<file path="config.mk">
export PLATFORM = sky130hd
export DESIGN_NAME = scalar_mul_sequencer
export DESIGN_NICKNAME = d
export VERILOG_FILES = /design/src/rtl/matrix_pkg.sv /design/src/rtl/mat_index_counter.sv /design/src/rtl/scalar_mul_sequencer.sv
export SDC_FILE = /design/constraint.sdc
export NUM_CORES = 1
export LEC_CHECK = 0
export CORE_ASPECT_RATIO = 2
export CORE_MARGIN = 10
export CORE_UTILIZATION = 36
export DETAILED_ROUTE_END_ITERATION = 6
export PLACE_DENSITY = 0.74
export SYNTH_ARGS = -nofsm -noshare
export SYNTH_HDL_FRONTEND = slang
export SYNTH_SLANG_ARGS = --single-unit
</file>
<file path="constraint.sdc">
create_clock -name clk -period 14.51 [get_ports clk]
set_clock_uncertainty 0.05 [all_clocks]
set_input_delay 2.1765 -clock clk [delete_from_list [all_inputs] [get_ports clk]]
set_output_delay 2.1765 -clock clk [all_outputs]
set_load 0.1 [all_outputs]
</file>
<file path="src/rtl/matrix_pkg.sv">
// Shared types and constants for the matrix calculator datapaths.
// Matrices are row-major packed, element (r,c) at elem_off(r,c).
package matrix_pkg;

    localparam int unsigned DIM_MAX  = 5;
    localparam int unsigned ELEM_W   = 8;
    localparam int unsigned SCALAR_W = 4;
    localparam int unsigned DIM_W    = 3;
    localparam int unsigned PROD_W   = ELEM_W + SCALAR_W;
    localparam int unsigned MAT_W    = DIM_MAX * DIM_MAX * ELEM_W;
    localparam int unsigned OFF_W    = 8;

    typedef enum logic [1:0] {
        IDLE,
        CHECK,
        RUN,
        DONE
    } seq_state_e;

    // Operand bundle captured when an operation is accepted
    typedef struct packed {
        logic [DIM_W-1:0]    m;
        logic [DIM_W-1:0]    n;
        logic [SCALAR_W-1:0] scalar;
        logic [MAT_W-1:0]    mat;
    } scalar_op_t;

    function automatic logic [OFF_W-1:0] elem_off(input logic [DIM_W-1:0] r,
                                                  input logic [DIM_W-1:0] c);
        return OFF_W'((32'(r) * DIM_MAX + 32'(c)) * ELEM_W);
    endfunction

endpackage

</file>
<file path="src/rtl/mat_index_counter.sv">
// Row-major element walker over an m x n region; last_c flags (m-1, n-1).
module mat_index_counter
    import matrix_pkg::*;
(
    input  logic             clk,
    input  logic             reset,
    input  logic             clear,
    input  logic             advance,
    input  logic [DIM_W-1:0] m,
    input  logic [DIM_W-1:0] n,
    output logic [DIM_W-1:0] row,
    output logic [DIM_W-1:0] col,
    output logic             last_c
);

    always_ff @(posedge clk or posedge reset) begin
        if (reset) begin
            row <= '0;
            col <= '0;
        end else if (clear) begin
            row <= '0;
            col <= '0;
        end else if (advance) begin
            if (col == n - DIM_W'(1)) begin
                col <= '0;
                row <= row + DIM_W'(1);
            end else begin
                col <= col + DIM_W'(1);
            end
        end
    end

    assign last_c = (row == m - DIM_W'(1)) && (col == n - DIM_W'(1));

endmodule

</file>
<file path="src/rtl/scalar_mul_sequencer.sv">
// Element-serial scalar multiply: one shared 8x4 multiplier stepped across
// an m x n matrix, one element per clock, with start/busy/done handshake.
module scalar_mul_sequencer
    import matrix_pkg::*;
(
    input  logic                clk,
    input  logic                reset,
    input  logic                start,
    input  logic [DIM_W-1:0]    m,
    input  logic [DIM_W-1:0]    n,
    input  logic [SCALAR_W-1:0] scalar_value,
    input  logic [MAT_W-1:0]    mat_in,
    output logic [MAT_W-1:0]    mat_out,
    output logic                busy,
    output logic                done,
    output logic                error
);

    seq_state_e       state, state_next;
    scalar_op_t       op_q;
    logic             busy_next, done_next, error_next;
    logic             latch_c, clear_idx_c, write_c;
    logic             dims_ok_c, last_c;
    logic [DIM_W-1:0] row, col;
    logic [ELEM_W-1:0] elem_c, prod_lo_c;

    mat_index_counter u_idx (
        .clk     (clk),
        .reset   (reset),
        .clear   (clear_idx_c),
        .advance (write_c),
        .m       (op_q.m),
        .n       (op_q.n),
        .row     (row),
        .col     (col),
        .last_c  (last_c)
    );

    assign dims_ok_c = (op_q.m != '0) && (op_q.m <= DIM_W'(DIM_MAX)) &&
                       (op_q.n != '0) && (op_q.n <= DIM_W'(DIM_MAX));

    // Shared multiplier; only the low byte of the 12-bit product is kept
    assign elem_c    = op_q.mat[elem_off(row, col) +: ELEM_W];
    assign prod_lo_c = ELEM_W'(PROD_W'(elem_c) * PROD_W'(op_q.scalar));

    always_comb begin
        state_next  = state;
        busy_next   = busy;
        done_next   = 1'b0;
        error_next  = error;
        latch_c     = 1'b0;
        clear_idx_c = 1'b0;
        write_c     = 1'b0;
        case (state)
            IDLE: begin
                if (start) begin
                    latch_c    = 1'b1;
                    busy_next  = 1'b1;
                    error_next = 1'b0;
                    state_next = CHECK;
                end
            end
            CHECK: begin
                if (!dims_ok_c) begin
                    done_next  = 1'b1;
                    error_next = 1'b1;
                    busy_next  = 1'b0;
                    state_next = IDLE;
                end else begin
                    clear_idx_c = 1'b1;
                    state_next  = RUN;
                end
            end
            RUN: begin
                write_c = 1'b1;
                if (last_c) begin
                    state_next = DONE;
                end
            end
            DONE: begin
                done_next  = 1'b1;
                busy_next  = 1'b0;
                state_next = IDLE;
            end
            default: state_next = IDLE;
        endcase
    end

    always_ff @(posedge clk or posedge reset) begin
        if (reset) begin
            state   <= IDLE;
            busy    <= 1'b0;
            done    <= 1'b0;
            error   <= 1'b0;
            mat_out <= '0;
            op_q    <= '0;
        end else begin
            state <= state_next;
            busy  <= busy_next;
            done  <= done_next;
            error <= error_next;
            if (latch_c) begin
                op_q    <= '{m: m, n: n, scalar: scalar_value, mat: mat_in};
                mat_out <= '0;
            end else if (write_c) begin
                mat_out[elem_off(row, col) +: ELEM_W] <= prod_lo_c;
            end
        end
    end

endmodule

</file>
==> results of run 1 <==
cell type report:
cell class              count  area share, %
inverters                  37          0.574
well taps                 671           3.29
diodes                      6         0.0589
repair buffers            433           16.9
clock buffers              50           4.27
flip-flops and latches    421           41.3
multi-input cells        1333           32.3
clock inverters            24           1.32
where the power goes:
| group | internal [mW] | total (mW) | switching [mW] | leakage (nW) |
|---|---|---|---|---|
| logic | 0.805 | 2.58 | 1.78 | 5.50 |
| registers | 1.48 | 1.68 | 0.202 | 5.54 |
| clock network | 0.638 | 1.14 | 0.504 | 0.682 |
routing by layer:
layer	part of all wire [%]	wire length [microns]	vias up	global-route usage (%)
li1	-	-	7046	-
met1	37	25100	7616	23.0
met2	51	35000	608	36.7
met3	5.9	4070	167	4.32
met4	6.2	4230	2	12.8
met5	0.019	13	-	0
worst max-delay path: stages (launching register included):
cell	delay, ns
dfrtp_1	0.48
ha_1	0.33
ha_1	0.30
inv_1	0.06
fa_2	0.94
nor3b_4	0.43
and2_1	0.33
a21oi_1	0.13
o21ai_0	0.32
nand2_1	0.15
fa_1	0.55
inv_1	0.05
fa_1	0.48
ha_1	0.30
a21o_1	0.18
a21oi_1	0.27
o21bai_1	0.10
a21oi_1	0.20
xnor2_1	0.19
xnor2_2	0.15
xnor2_4	0.85
o21ai_0	0.25
sequential cells by signal, summed over array words and instances (netlist names), named ones only:
name       count
state          1
error          1
done           1
op_q         210
busy           1
u_idx.col      3
u_idx.row      3
mat_out      200
cells in the final DEF (no fill, tap or decap), drive strengths merged, types with 2 or more instances in the layout:
cell	netlist	layout
nand2	704	704
dfrtp	421	421
clkdlybuf4s50	0	415
nor2	123	123
mux2i	88	88
a21oi	61	61
o21ai	57	57
mux4	51	51
clkbuf	84	50
a22o	47	47
inv	37	41
ha	29	29
and2	22	22
nor3	20	20
a211oi	18	18
buf	38	18
xnor2	15	15
nand3	14	14
clkinv	0	11
fa	10	10
xor2	9	9
and3	8	8
nand2b	7	7
diode	0	6
nor4	6	6
mux2	5	5
bufinv	0	5
a32o	4	4
clkinvlp	0	4
or2	4	4
nand4	3	3
nor2b	3	3
or3	3	3
a21o	2	2
o21bai	2	2
o22ai	2	2
nor3b	2	2
a21boi	2	2
kinds of logic (layout without fill, tap and decap cells):
logic type / after synthesis / after routing
AOI/OAI and AO/OA: 204 / 204
xor gates and xnor gates: 25 / 25
adders and majority gates: 39 / 39
buffers and inverters: 159 / 544
DFF: 421 / 421
muxes: 144 / 144
other: 0 / 6
and+or+nand+nor: 921 / 921
worst max path at each step:
stage            startpoint                          to  slack [ns]
6_report       u_idx.row[0]                mat_out[135]        7.22
5_1_grt        u_idx.row[0]                mat_out[151]        6.77
4_1_cts        u_idx.row[0]                mat_out[135]        7.17
3_5_place_dp   u_idx.row[0]                mat_out[135]        7.22
3_3_place_gp   u_idx.row[0]                mat_out[111]        7.41
2_1_floorplan         reset  asynchronous set/reset pin        0.56
==> flow_summary_export.csv, run 1 <==
group,metric,value,unit
status,status,"finished clean",
synth,synth-compound-area-share,7.02,%
synth,yosysMostFrequentCell,"nand2_1",
synth,syn_area_per_cell,10.1,sq um
finish,final-seq-area,10500,sq um
synth,seq_area_frac_synth,54.4,%
finish,areaGrowthSynthToFinish,31.5,%
finish,drive_above_1_share,7.57,%
placement,place_ws,7.22,ns
power,power_density,212,nW/um^2
placement,place.gp.congestion,0.890,
floorplan,die_area,64100,sq um
synth,yosysWarnings,0,
grt,grt_pass1_wl,103000,microns
synth,synth_xor_area_share,1.38,%
placement,dpl-instance-area,24000,sq um
clock_network,post-cts-setup-buffer-count,0,
drt,ant_nets,0,
timing,period_minus_slack,7.29,ns
synth,ys_async_sr_fraction,100,%
synth,synthAdderAreaFrac,2.91,%
worst_setup_path,cp-end-kind,"register",
placement,numPortBuffers,415,
worst_hold_path,holdPathStages,2,
synth,syn_nets,2165,
clock_network,h-tree-depth,2,
finish,finalInstanceArea,25500,sq um
floorplan,dieHeight,348,microns
finish,instances_no_fill,2975,
clock_network,cts_buffer_depth,3,
worst_setup_path,reg2reg_from,"u_idx.row[0]",
worst_hold_path,hold_end,"op_q[136]",
synth,ys_top_cells_by_count,"nand2_1, dfrtp_1, nor2_1",
worst_hold_path,hp-start,"op_q[136]",
grt,antenna_found_initial,6,
synth,ys_types,64,
clock_network,cts.sinks,421,
clock_network,cts_resized,0,
placement,dpl.cell_count,2895,
worst_setup_path,cp-start-kind,"register",
floorplan,start_util,36.2,%
synth,synth.ff_latch_count,421,
timing,tightest_slew,1.19,ns
drt,drt-vias-per-instance,5.19,
timing,max_freq,137,MHz
grt,track_usage,21.1,%
power,finalPower,5.40,mW
grt,grt_max_degree,159,
job,maxCapViolCount,0,
drt,drc,0,
timing,hold_violations,0,
synth,synth-simple-area-share,19.5,%
grt,grt_pass1_vias,16400,
timing,hold_ws,0.419,ns
synth,synth_edf_count,0,
finish,post-route-util,47.7,%
placement,dp_hpwl,51200,microns
synth,synth_top_area_share,54.4,%
grt,grt_overflow,0,
timing,slew_violations,0,
synth,synthFlopType,"dfrtp_1",
synth,synth_mux_area_share,11.2,%
synth,synth.area.top_cells,"dfrtp_1, nand2_1, mux2i_1",
worst_setup_path,required,14.86,ns
drt,dr.pass1.iters,5,
clock_network,clk_pin_slew_worst_paths,0.07,ns
worst_setup_path,r2r_cells,21,
worst_setup_path,worstPathArrival,7.64,ns
worst_hold_path,hold_class,"register to register",
timing,fin_crit_sh,50.3,%
power,peakVddDrop,0.220,mV
synth,synthCells,1913,
clock_network,clkLatencyLatePin,0.59,ns
finish,multi_input_area,8220,sq um
worst_setup_path,crit_type,"register to register",
timing,rsz0062_at_grt,"false",
drt,vias,15400,
floorplan,core,53500,sq um
drt,routedWlPerCell,23.0,microns
synth,synth_top_family_by_area,"simple AND/OR/NAND/NOR gates",
worst_setup_path,crit_path_max_fanout,25,
floorplan,num_io_pins,416,
finish,fillers,4865,
timing,max_slew_margin,19.8,%
clock_network,hold_buffers,0,
timing,tns,0,ns
power,p_leak,11.7,nW
synth,syn-cell-area,19400,sq um
timing,setup_violations,0,
finish,nets,2518,
timing,timing.final.ws_setup,7.22,ns
floorplan,rows,120,
worst_setup_path,r2r_setup_slack,7.22,ns
clock_network,cts-root-buf,"clkbuf_16",
clock_network,cts_tree,"yes",
clock_network,numCtsBuffers,40,
worst_setup_path,reg2reg_to,"mat_out[135]",
drt,wl,68400,microns
floorplan,chipWidth,184,microns
drt,drtIter0Drc,1095,
synth,synth_top_area_cell,"dfrtp_1",
No activity file was read; power rests on OpenSTA's default activity.
==> run 2: changes to the inputs <==
==> constraint.sdc (replaced) <==
create_clock -name clk -period 6.4 [get_ports clk]
set_clock_uncertainty 0.05 [all_clocks]
set_input_delay 0.96 -clock clk [delete_from_list [all_inputs] [get_ports clk]]
set_output_delay 0.96 -clock clk [all_outputs]
set_load 0.1 [all_outputs]
==> flow_summary_export.csv, run 2 (synthesis results as in run 1) <==
group,metric,value,unit
worst_hold_path,hold_end,"op_q[108]",
placement,dpl-instance-area,24200,sq um
floorplan,start_util,36.2,%
placement,dp_hpwl,50700,microns
grt,grt_overflow,0,
clock_network,h-tree-depth,2,
placement,place.gp.congestion,0.899,
clock_network,clkLatencyLatePin,0.54,ns
placement,place_ws,0.174,ns
finish,post-route-util,47.8,%
finish,fillers,4842,
power,peakVddDrop,0.495,mV
worst_setup_path,reg2reg_from,"u_idx.row[2]",
clock_network,cts_buffer_depth,3,
drt,wl,67200,microns
power,p_leak,11.8,nW
floorplan,num_io_pins,416,
finish,finalInstanceArea,25600,sq um
worst_setup_path,worstPathArrival,6.41,ns
worst_setup_path,crit_path_max_fanout,13,
worst_setup_path,crit_type,"register to register",
finish,reg.largest.list,"op_q (210), mat_out (200)",
finish,layout_common_cells,"nand2_1, dfrtp_1, clkdlybuf4s50_1",
grt,grt_max_degree,178,
finish,largest_reg_flops,210,
finish,multi_input_area,8220,sq um
worst_setup_path,cp-end-kind,"register",
timing,timing.final.ws_setup,0.378,ns
drt,vias,15400,
timing,setup_violations,0,
worst_setup_path,crit_top_cell,"ha_1",
worst_hold_path,hp-start,"op_q[108]",
timing,hold_violations,0,
status,violations,"DRC",
grt,track_usage,20.5,%
drt,drtIter0Drc,1167,
worst_hold_path,hold_class,"register to register",
timing,slew_violations,0,
worst_setup_path,cp-start-kind,"register",
worst_setup_path,r2r_setup_slack,0.38,ns
drt,ant_nets,0,
drt,drt-vias-per-instance,5.15,
worst_hold_path,holdPathStages,2,
grt,antenna_found_initial,8,
finish,drive_above_1_share,7.93,%
power,power_density,479,nW/um^2
timing,tns,0,ns
worst_setup_path,critPathMaxStageDelay,0.65,ns
timing,max_freq,166,MHz
finish,nets,2533,
clock_network,cts_tree,"yes",
worst_setup_path,r2r_cells,22,
timing,fin_crit_sh,94.1,%
finish,top_register,"op_q",
worst_setup_path,required,6.79,ns
finish,areaGrowthSynthToFinish,31.9,%
grt,grt_pass1_wl,101000,microns
floorplan,core,53500,sq um
worst_setup_path,slowest_stage,"fa_2",
timing,rsz0062_at_grt,"false",
timing,max_slew_margin,22.3,%
timing,tightest_slew,1.16,ns
worst_setup_path,reg2reg_to,"mat_out[199]",
floorplan,dieHeight,348,microns
status,status,"complete, but fails checks",
worst_setup_path,path_cells,"ha_1, ha_1, inv_1, fa_2, nor3b_4, and2_1, a21oi_1, o21ai_1, nand2_1, fa_1, inv_1, fa_1, ha_1, a21o_1, a21oi_2, o21bai_1, a21oi_1, xnor2_1, xnor2_2, xnor2_4, buf_4, o31ai_1",
floorplan,chipWidth,184,microns
timing,period_minus_slack,6.02,ns
floorplan,rows,120,
grt,grt_pass1_vias,16200,
clock_network,numCtsBuffers,39,
clock_network,cts.sinks,421,
finish,layout_commonest_cell,"nand2_1",
drt,drc,2,
placement,numPortBuffers,415,
drt,routedWlPerCell,22.5,microns
job,maxCapViolCount,0,
floorplan,die_area,64100,sq um
finish,final-seq-area,10500,sq um
drt,dr.pass1.iters,7,
clock_network,cts-root-buf,"clkbuf_16",
clock_network,clk_pin_slew_worst_paths,0.07,ns
-- run 2: timing repair --
item / CTS / global route
setup endpoints to repair: 0 / 25
resized for setup: 0 / 7
buffers inserted: 0 / 1
hold endpoints to repair: 0 / 0
hold buffers: 0 / 0
-- run 2: how the worst max path moves through the flow --
| stage | start | end | depth (start not counted) |
|---|---|---|---|
| floorplan | reset | asynchronous set/reset pin | 1 |
| global placement | u_idx.row[2] | mat_out[111] | 22 |
| detailed placement | u_idx.row[2] | mat_out[199] | 22 |
| CTS | u_idx.row[2] | mat_out[199] | 22 |
| global route | u_idx.row[2] | mat_out[199] | 22 |
| finish | u_idx.row[2] | mat_out[199] | 22 |
-- run 2: metal layers --
layer	vias to the layer above	global-route usage [%]	wire [microns]
li1	7062	-	-
met1	7606	22.3	24200
met2	599	36.4	35000
met3	126	4.14	4430
met4	2	11.2	3570
met5	-	0	7
-- run 2: metrics by stage --
| stage | cells | hold WS (ns) | power, mW |
|---|---|---|---|
| floorplan | 1913 | 0.387 | 7.62 |
| global placement | 2910 | 0.400 | 9.79 |
| detailed placement | 2910 | 0.405 | 9.88 |
| CTS | 2979 | 0.420 | 12.3 |
| global route | 2986 | 0.439 | 12.9 |
| finish | 2988 | 0.415 | 12.2 |
-- run 2: critical path: cells and delay by family, from the launching register on --
kind / cells / cell delay, ns
xor+xnor: 3 / 0.51
fa+ha+maj: 6 / 2.57
buf+inv: 3 / 0.31
flops: 1 / 0.44
compound gates: 7 / 1.39
simple gates: 3 / 0.64
-- run 2: cell type report --
class | count | share of cell area (%)
tap | 671 | 3.29
clock inverter | 15 | 0.646
clock buffer | 54 | 4.48
inverter | 37 | 0.573
antenna | 8 | 0.0783
timing repair buffer | 449 | 17.5
multi-input combinational | 1333 | 32.2
sequential | 421 | 41.2
-- run 2: power by group --
part | total, mW | switching (mW) | internal (mW)
logic | 6.07 | 4.06 | 2.01
clock network | 2.42 | 1.04 | 1.38
registers | 3.76 | 0.412 | 3.35
==> run 3: changes to the inputs <==
--- a/config.mk
+++ b/config.mk
@@ -7,9 +7,9 @@
 export LEC_CHECK = 0
 export CORE_ASPECT_RATIO = 2
 export CORE_MARGIN = 10
-export CORE_UTILIZATION = 36
+export CORE_UTILIZATION = 46
 export DETAILED_ROUTE_END_ITERATION = 6
-export PLACE_DENSITY = 0.74
+export PLACE_DENSITY = 0.88
 export SYNTH_ARGS = -nofsm -noshare
 export SYNTH_HDL_FRONTEND = slang
 export SYNTH_SLANG_ARGS = --single-unit
==> flow_summary_export.csv, run 3 (synthesis results as in run 1) <==
group,metric,value,unit
clock_network,clkLatencyLatePin,0.55,ns
drt,drt-vias-per-instance,5.50,
timing,slew_violations,0,
grt,grt_pass1_wl,96300,microns
drt,vias,15700,
clock_network,cts_tree,"yes",
floorplan,die_area,51200,sq um
timing,max_slew_margin,26.2,%
placement,place.gp.congestion,0.926,
power,peakVddDrop,0.644,mV
grt,grt_pass1_vias,16500,
job,maxCapViolCount,0,
placement,dpl-instance-area,24000,sq um
worst_setup_path,worstPathArrival,6.46,ns
finish,layout_common_cells,"nand2_1, dfrtp_1, clkdlybuf4s50_1",
finish,layout_commonest_cell,"nand2_1",
timing,hold_violations,0,
worst_setup_path,cp-start-kind,"register",
worst_setup_path,required,6.73,ns
timing,tns,0,ns
floorplan,rows,106,
floorplan,core,41800,sq um
placement,numPortBuffers,415,
clock_network,numCtsBuffers,37,
worst_setup_path,crit_path_max_fanout,21,
grt,antenna_found_initial,1,
timing,period_minus_slack,6.12,ns
clock_network,hold_buffers,0,
timing,max_freq,163,MHz
timing,setup_violations,0,
worst_setup_path,reg2reg_from,"u_idx.row[1]",
power,finalPower,12.5,mW
timing,fin_crit_sh,95.7,%
drt,routedWlPerCell,22.8,microns
timing,rsz0062_at_grt,"false",
drt,dr.pass1.iters,5,
grt,grt_max_degree,191,
finish,areaGrowthSynthToFinish,31.2,%
finish,top_register,"op_q",
status,status,"finished clean",
finish,finalInstanceArea,25400,sq um
finish,fillers,3317,
floorplan,start_util,46.4,%
finish,post-route-util,60.8,%
power,power_density,490,nW/um^2
worst_setup_path,r2r_setup_slack,0.28,ns
drt,wl,65000,microns
worst_setup_path,cp-end-kind,"register",
clock_network,cts-root-buf,"clkbuf_16",
drt,ant_nets,0,
worst_setup_path,crit_type,"register to register",
drt,drc,0,
finish,reg.largest.list,"op_q (210), mat_out (200)",
floorplan,dieHeight,310,microns
clock_network,cts.sinks,421,
floorplan,num_io_pins,416,
clock_network,clk_pin_slew_worst_paths,0.07,ns
grt,grt_overflow,0,
grt,track_usage,24.7,%
worst_hold_path,hold_end,"op_q[13]",
finish,nets,2536,
floorplan,chipWidth,165,microns
worst_hold_path,hold_class,"register to register",
drt,drtIter0Drc,1351,
power,p_leak,11.8,nW
worst_setup_path,r2r_cells,22,
clock_network,cts_buffer_depth,3,
placement,dp_hpwl,49000,microns
timing,tightest_slew,1.10,ns
clock_network,h-tree-depth,2,
finish,largest_reg_flops,210,
worst_hold_path,hp-start,"op_q[13]",
worst_setup_path,reg2reg_to,"mat_out[159]",
finish,drive_above_1_share,7.92,%
worst_hold_path,holdPathStages,2,
==> run 3: cell count changes in the layout (fill, tap and decap cells not counted), sizes merged <==
cell,delta
buf,+3
bufinv,+1
clkbuf,-3
clkinv,-1
clkinvlp,-2
diode,-6
inv,+3
xnor2,+2
==> run 3: layout make-up <==
class	count	area, sq um	area share [%]
Timing Repair Buffer	452	4510	17.7
Clock inverter	16	193	0.758
Tap cell	540	676	2.66
Inverter	37	143	0.561
Sequential cell	421	10500	41.4
Clock buffer	51	1090	4.29
Multi-Input combinational cell	1335	8270	32.5
Antenna cell	2	5.00	0.0197
==> run 3: timing repair <==
action                                  CTS  global route
cloned                                    1             1
resized for setup                         1             5
endpoints found under the hold margin     0             0
pin swaps                                 1             3
endpoints found under the setup margin   25            25
buffers inserted                          0             3
==> run 3: power breakdown <==
part           switching (mW)  leakage (nW)  internal, mW  total, mW
Sequential              0.500          5.54          3.35       3.85
Clock                    1.01         0.634          1.36       2.38
Combinational            4.08          5.62          2.16       6.24
Total                    5.59          11.8          6.87       12.5
==> run 3: routing by layer <==
metal  share of wire (%)  GRT usage [%]  routed length [microns]  vias up
li1                    -              -                        -     7074
met1                  33           25.4                    21700     7691
met2                  52           43.8                    34000      718
met3                 6.6           4.35                     4290      223
met4                 7.8           17.7                     5070        0
met5                   0              0                        0        -
==> run 3: how the worst max path moves through the flow <==
stage	endpoint	from	depth (start not counted)
after floorplan	asynchronous set/reset pin	reset	1
after global routing	mat_out[143]	u_idx.row[0]	23
after global placement	mat_out[111]	u_idx.row[0]	22
final	mat_out[159]	u_idx.row[1]	22
after detailed placement	mat_out[127]	u_idx.row[0]	21
after CTS	mat_out[71]	u_idx.row[0]	21
==> run 3: per-stage QoR <==
step / cells / worst slack, ns / hold slack (ns)
global placement: 2780 / 0.0338 / 0.399
global route: 2853 / 0.00863 / 0.438
finish: 2854 / 0.277 / 0.417
CTS: 2848 / 0.0937 / 0.421
floorplan: 1913 / -0.289 / 0.387
detailed placement: 2780 / -0.173 / 0.405
==> run 3: worst max-delay path: stages (launching register included) <==
cell and delay (ns):
dfrtp_1 0.45, ha_1 0.32, ha_2 0.67, buf_4 0.34
mux4_2 0.34, nand2_1 0.09, a21oi_1 0.08, a21oi_1 0.27
o21ai_0 0.21, and2_1 0.23, fa_1 0.53, inv_1 0.04
fa_1 0.47, inv_1 0.04, ha_1 0.36, a21oi_2 0.24
o21bai_1 0.08, a21oi_1 0.19, xnor2_1 0.25, xnor2_4 0.12
buf_4 0.17, xnor2_4 0.33, a21oi_1 0.12
